## src/rtl/lane_pipe_skid_if.sv

```systemverilog
// Valid/ready bundle for lane_pipe_skid.
// The master modport is the environment around the block, and the slave
// modport is the block itself.
//
// Handshake semantics (both directions):
//   A beat moves across a boundary on the posedge where valid && ready.
//   Once valid is high, the sender holds the beat until it is taken.
//   Ready never depends combinationally on valid.
//   in_data lane i occupies bits [i*DATA_W +: DATA_W]. in_lmask[i] enables lane i.
interface lane_pipe_skid_if #(
    parameter int LANES  = 4,
    parameter int DATA_W = 8
);
    logic                    in_valid;
    logic                    in_ready;
    logic [LANES*DATA_W-1:0] in_data;
    logic [LANES-1:0]        in_lmask;
    logic                    out_valid;
    logic                    out_ready;
    logic [LANES*DATA_W-1:0] out_data;
    logic [LANES-1:0]        out_lmask;

    modport master (
        output in_valid, in_data, in_lmask, out_ready,
        input  in_ready, out_valid, out_data, out_lmask
    );

    modport slave (
        input  in_valid, in_data, in_lmask, out_ready,
        output in_ready, out_valid, out_data, out_lmask
    );
endinterface

```

## src/rtl/lane_pipe_skid.sv

```systemverilog
// lane_pipe_skid: a multi-lane pipeline register with valid/ready backpressure.
// The block is built from STAGES skid stages. Each stage holds a main register
// and a skid register. Each register stores the data and the lane mask of one beat.
// A stage's ready comes only from its own registered state, so no combinational
// ready path runs across the stages.
// Optional feature macro: LANE_PIPE_SKID_STATS_EN. When this macro is defined,
// the block adds two saturating counters, stall_cnt and xfer_cnt.
module lane_pipe_skid #(
    parameter  int LANES  = 4,
    parameter  int DATA_W = 8,
    parameter  int STAGES = 2,
    localparam int OCC_W  = $clog2(2*STAGES+1)
) (
    input  logic                clk,
    input  logic                reset,
    lane_pipe_skid_if.slave     bus,
    output logic [OCC_W-1:0]    occupancy,
    output logic [2*STAGES-1:0] stage_state
`ifdef LANE_PIPE_SKID_STATS_EN
    ,
    output logic [15:0]         stall_cnt,
    output logic [15:0]         xfer_cnt
`endif
);

    localparam int DW     = LANES*DATA_W;
    localparam int BEAT_W = DW + LANES;   // {mask, data}

    typedef enum logic [1:0] {
        S_EMPTY = 2'd0,
        S_BUSY  = 2'd1,
        S_FULL  = 2'd2
    } stage_t;

    stage_t            state_q [STAGES];
    logic [BEAT_W-1:0] main_q  [STAGES];
    logic [BEAT_W-1:0] skid_q  [STAGES];
    logic [BEAT_W-1:0] beat_in [STAGES];

    // ready_chain[k] and valid_chain[k] describe the boundary into stage k.
    // Index STAGES is the downstream port.
    logic [STAGES:0]   ready_chain;
    logic [STAGES:0]   valid_chain;
    logic [STAGES-1:0] accept;
    logic [STAGES-1:0] take;

    logic [BEAT_W-1:0] out_beat;
    logic [DW-1:0]     out_data_w;
    logic              up_xfer;
    logic              dn_xfer;
    logic [OCC_W-1:0]  occ_q;

    // Handshake chain: ready comes from the registered state, and valid means the previous stage holds a beat
    always_comb begin
        ready_chain = '0;
        valid_chain = '0;
        accept      = '0;
        take        = '0;
        for (int k = 0; k < STAGES; k++) begin
            ready_chain[k]   = (state_q[k] != S_FULL);
            valid_chain[k+1] = (state_q[k] != S_EMPTY);
        end
        ready_chain[STAGES] = bus.out_ready;
        valid_chain[0]      = bus.in_valid;
        for (int k = 0; k < STAGES; k++) begin
            accept[k] = valid_chain[k]   && ready_chain[k];
            take[k]   = valid_chain[k+1] && ready_chain[k+1];
        end
    end

    // Beat presented to each stage: the upstream port for stage 0, and the previous main register for the other stages
    always_comb begin
        for (int k = 0; k < STAGES; k++) begin
            beat_in[k] = '0;
        end
        beat_in[0] = {bus.in_lmask, bus.in_data};
        for (int k = 1; k < STAGES; k++) begin
            beat_in[k] = main_q[k-1];
        end
    end

    // Per-stage EMPTY/BUSY/FULL state machine with its main and skid registers
    always_ff @(posedge clk) begin
        if (reset) begin
            for (int k = 0; k < STAGES; k++) begin
                state_q[k] <= S_EMPTY;
                main_q[k]  <= '0;
                skid_q[k]  <= '0;
            end
        end else begin
            for (int k = 0; k < STAGES; k++) begin
                case (state_q[k])
                    S_EMPTY: begin
                        if (accept[k]) begin
                            main_q[k]  <= beat_in[k];
                            state_q[k] <= S_BUSY;
                        end
                    end
                    S_BUSY: begin
                        if (accept[k] && take[k]) begin
                            main_q[k] <= beat_in[k];
                        end else if (accept[k]) begin
                            // The downstream stage stalled, so the new beat waits in the skid register
                            skid_q[k]  <= beat_in[k];
                            state_q[k] <= S_FULL;
                        end else if (take[k]) begin
                            state_q[k] <= S_EMPTY;
                        end
                    end
                    S_FULL: begin
                        if (take[k]) begin
                            main_q[k]  <= skid_q[k];
                            skid_q[k]  <= '0;
                            state_q[k] <= S_BUSY;
                        end
                    end
                    default: state_q[k] <= S_EMPTY;
                endcase
            end
        end
    end

    assign up_xfer = bus.in_valid && ready_chain[0];
    assign dn_xfer = valid_chain[STAGES] && bus.out_ready;

    // Occupancy counter: +1 on an upstream transfer, -1 on a downstream transfer, no change when both occur
    always_ff @(posedge clk) begin
        if (reset) begin
            occ_q <= '0;
        end else begin
            case ({up_xfer, dn_xfer})
                2'b10:   occ_q <= occ_q + OCC_W'(1);
                2'b01:   occ_q <= occ_q - OCC_W'(1);
                default: occ_q <= occ_q;
            endcase
        end
    end

    assign out_beat = main_q[STAGES-1];

    // Output lane masking: a disabled lane reads as zero, and the stored data is not changed
    always_comb begin
        out_data_w = '0;
        for (int i = 0; i < LANES; i++) begin
            if (out_beat[DW+i]) begin
                out_data_w[i*DATA_W +: DATA_W] = out_beat[i*DATA_W +: DATA_W];
            end
        end
    end

    // Debug view of every stage state, with stage k in bits [2k+1:2k]
    always_comb begin
        stage_state = '0;
        for (int k = 0; k < STAGES; k++) begin
            stage_state[2*k +: 2] = state_q[k];
        end
    end

    assign bus.in_ready  = ready_chain[0];
    assign bus.out_valid = valid_chain[STAGES];
    assign bus.out_data  = out_data_w;
    assign bus.out_lmask = out_beat[BEAT_W-1 -: LANES];
    assign occupancy     = occ_q;

`ifdef LANE_PIPE_SKID_STATS_EN
    logic [15:0] stall_q;
    logic [15:0] xfer_q;

    // Saturating count of cycles where the output is valid but not accepted
    always_ff @(posedge clk) begin
        if (reset) begin
            stall_q <= '0;
        end else if (valid_chain[STAGES] && !bus.out_ready && stall_q != 16'hFFFF) begin
            stall_q <= stall_q + 16'd1;
        end
    end

    // Saturating count of downstream transfers
    always_ff @(posedge clk) begin
        if (reset) begin
            xfer_q <= '0;
        end else if (dn_xfer && xfer_q != 16'hFFFF) begin
            xfer_q <= xfer_q + 16'd1;
        end
    end

    assign stall_cnt = stall_q;
    assign xfer_cnt  = xfer_q;
`endif

endmodule
```

## src/flat_wrapper.sv

```systemverilog
// flat-port wrapper written by rule: the top's interface ports become plain ports
module lane_pipe_skid_flat 
#(
    parameter  int LANES  = 4,
    parameter  int DATA_W = 8,
    parameter  int STAGES = 2,
    localparam int OCC_W  = $clog2(2*STAGES+1)
)
  (clk, reset, occupancy, stage_state, bus_in_valid, bus_in_data, bus_in_lmask, bus_out_ready, bus_in_ready, bus_out_valid, bus_out_data, bus_out_lmask);
  lane_pipe_skid_if #(.LANES(LANES), .DATA_W(DATA_W)) bus_i ();
  input  logic clk;
  input  logic reset;
  output logic [OCC_W-1:0] occupancy;
  output logic [2*STAGES-1:0] stage_state;
  input wire logic [$bits(bus_i.in_valid)-1:0] bus_in_valid;
  input wire logic [$bits(bus_i.in_data)-1:0] bus_in_data;
  input wire logic [$bits(bus_i.in_lmask)-1:0] bus_in_lmask;
  input wire logic [$bits(bus_i.out_ready)-1:0] bus_out_ready;
  output wire logic [$bits(bus_i.in_ready)-1:0] bus_in_ready;
  output wire logic [$bits(bus_i.out_valid)-1:0] bus_out_valid;
  output wire logic [$bits(bus_i.out_data)-1:0] bus_out_data;
  output wire logic [$bits(bus_i.out_lmask)-1:0] bus_out_lmask;
  assign bus_i.in_valid = bus_in_valid;
  assign bus_i.in_data = bus_in_data;
  assign bus_i.in_lmask = bus_in_lmask;
  assign bus_i.out_ready = bus_out_ready;
  assign bus_in_ready = bus_i.in_ready;
  assign bus_out_valid = bus_i.out_valid;
  assign bus_out_data = bus_i.out_data;
  assign bus_out_lmask = bus_i.out_lmask;
  lane_pipe_skid #(.LANES(LANES), .DATA_W(DATA_W), .STAGES(STAGES)) u_core (.clk(clk), .reset(reset), .bus(bus_i), .occupancy(occupancy), .stage_state(stage_state));
endmodule
```

## config.mk

```make
export PLATFORM = sky130hd
export DESIGN_NAME = lane_pipe_skid_flat
export DESIGN_NICKNAME = d
export VERILOG_FILES = /design/src/rtl/lane_pipe_skid_if.sv /design/src/rtl/lane_pipe_skid.sv /design/src/flat_wrapper.sv
export SDC_FILE = /design/constraint.sdc
export NUM_CORES = 1
export LEC_CHECK = 0
export ABC_AREA = 1
export CAP_MARGIN = 10
export CORE_MARGIN = 2
export CORE_UTILIZATION = 30
export CTS_CLUSTER_SIZE = 40
export DETAILED_ROUTE_END_ITERATION = 12
export PLACE_DENSITY = 0.51
export SLEW_MARGIN = 0
export SYNTH_ARGS = -nofsm -noshare
export SYNTH_HDL_FRONTEND = slang
export SYNTH_SLANG_ARGS = --single-unit
```

## constraint.sdc

```tcl
create_clock -name clk -period 8.3 [get_ports clk]
set_clock_uncertainty 0.05 [all_clocks]
set_input_delay 2.49 -clock clk [delete_from_list [all_inputs] [get_ports clk]]
set_output_delay 2.49 -clock clk [all_outputs]
set_load 0.02 [all_outputs]
```

==> flow_summary.ini <==
[synthesis]
ys_seq_elements = 151
syn_area_um2 = 7230
synth_fp_nets = 919
avgSynthCellArea_um2 = 8.24
synth_ff_type = edfxtp_1
synth-seq-area-share_pct = 57.3
yosysUniqueCellTypes = 28
async_flop_share_pct = 0
yosys_warnings = 0
syn_inst = 877
synth_edf_count = 112

[route]
drt-initial-drc-count = 414
drc = 0
drt_pass1_iterations = 5
vias_per_cell = 3.85
ant_nets = 0
num_vias = 4892
wl_um = 14400
wire_per_inst_um = 11.3

[clock_network]
cts_setup_buffers = 0
cts_max_path_buffers = 2
hold_buffers = 0
clk_pin_slew_worst_paths_ps = 60
htree_levels = 4
cts-root-buf = clkbuf_16
cts_tree = done
cts_made_buffers = 17
cts_sinks = 151
clk_latency_ps = 410
ctsResizeCount = 0

[worst_setup_path]
worstPathRequired_ps = 8410
startpoint_type = input pin
end_kind = register
crit_type = in -> reg
cp_max_fo = 111
crit_arrival_ps = 5260

[power]
power_density_nw_per_um2 = 298
p_leak_uw = 0.00430
ir_drop_v = 0.000143

[timing]
fin_tns_setup_ps = 0
setup_viol = 0
tightest_slew_ps = 1050
max_freq_mhz = 194
period_share_pct = 62.0
rsz0062_at_grt = no
worst_slew_margin_rel_pct = 30.0
fin_crit_ps = 5150
hold_viol_final = 0
slew_violations = 0

[die]
ioPinCount = 85
die_h_um = 159
die-area_um2 = 25400
coreArea_um2 = 23500
placementRows = 56
chipWidth_um = 159
start_util_pct = 30.7

[cells_and_area]
final_cell_mix = nand2_1 (259), inv_1 (224), edfxtp_1 (112), clkdlybuf4s50_1 (84), o21ai_0 (64)
final_nets = 983
multi_input_area_um2 = 1970
register_area_um2 = 4140
num-fill-cells = 2485
drive_gt1_share_pct = 5.57
syn_to_final_growth_pct = 21.8
n_antenna_cell = 0
mostFrequentLayoutCell = nand2_1
final_area_um2 = 8800

[global_routing]
grt_antenna_before_repair = 0
grt_max_degree = 112
grt_pass1_wl_um = 24000
track_usage_pct = 11.8
grt_pass1_vias = 4570
overflow = 0

[placement]
place_area_um2 = 8260
post-dp-hpwl_um = 9430
gp_congestion = 0.800
port_buffers = 84

[flow_run]
cap_viol_max_count = 0

[status]
status = finished, final reports clean

[hold_path]
min_path_type = reg -> reg
[flip-flops by register name, summed over array words and instances (netlist names)]
signal            count
u_core.occupancy      3
u_core.main_q        72
u_core.state_q        4
u_core.skid_q        72
[metrics by stage]
step / instances / hold WS (ps) / worst slack, ps / util, % / power [uW]
after floorplan: 877 / 383 / 3710 / - / 1690
after global placement: 1241 / 393 / 2690 / 35.1 / 1930
after detailed placement: 1241 / 395 / 2660 / 35.1 / 1940
after CTS: 1271 / 407 / 3090 / 37.4 / 2660
after global routing: 1271 / 429 / 2800 / 37.4 / 2800
final: 1271 / 406 / 3150 / 37.4 / 2620
[area by class of cell]
| type | count | share of cell area (%) |
|---|---|---|
| Clock buffer | 20 | 5.30 |
| Clock inverter | 10 | 0.910 |
| Multi-Input combinational cell | 451 | 22.4 |
| Tap cell | 319 | 4.53 |
| Inverter | 231 | 9.85 |
| Timing Repair Buffer | 89 | 9.98 |
| Sequential cell | 151 | 47.1 |
[path summary, 6_finish.rpt]
check / startpoint / to / slack [ps] / depth (start not counted)
min reg2reg: u_core.skid_q[1][5]$_SDFFE_PN0P_ / u_core.skid_q[1][5]$_SDFFE_PN0P_ / 410 / 2
max reg2reg: u_core.state_q[0][0]$_SDFFCE_PP0P_ / u_core.main_q[0][16]$_SDFFCE_PP0P_ / 5310 / 6
min: u_core.skid_q[1][5]$_SDFFE_PN0P_ / u_core.skid_q[1][5]$_SDFFE_PN0P_ / 410 / 2
max: reset / u_core.main_q[1][6]$_DFFE_PP_ / 3150 / 8
[logic make-up after synthesis]
family	Yosys count	share of synthesized area, %
and+or+nand+nor	368	21.0
adders and majority gates	2	0.450
AOI/OAI and AO/OA	81	5.68
buffers and inverters	275	15.5
DFF	151	57.3
[per-layer routing]
layer  vias to the layer above  global-route usage, %  wire length [um]
met5                         -                      0                 0
met4                         0                   4.50               225
met3                        13                   2.74               499
met2                        82                   16.2              5750
met1                      2038                   17.6              7900
li1                       2759                      -                 -
[Yosys cell counts, types with 7 or more instances]
cell	instances	share of area [%]
nand2_1	259	13
inv_1	224	12
edfxtp_1	112	47
o21ai_0	64	4.4
nor2_1	51	2.6
nand3_1	44	3.0
dfxtp_1	39	11
buf_2	13	0.90
buf_4	12	1.2
clkbuf_1	12	0.62
o21ai_1	11	0.76
inv_2	7	0.36
[critical path, cell delays in order]
cell and delay, ps:
clkdlybuf4s50_1 630, inv_2 190, nand3_4 770, nand2_1 280, nor2_4 250, nand3_4 380
nand2_1 170, nand2_1 70
[power breakdown]
group	internal (uW)	switching [uW]	leakage (uW)
registers	1070	82.8	0.00149
logic	257	494	0.00254
clock network	428	288	0.000273
Power figures use the tool's default switching activity.
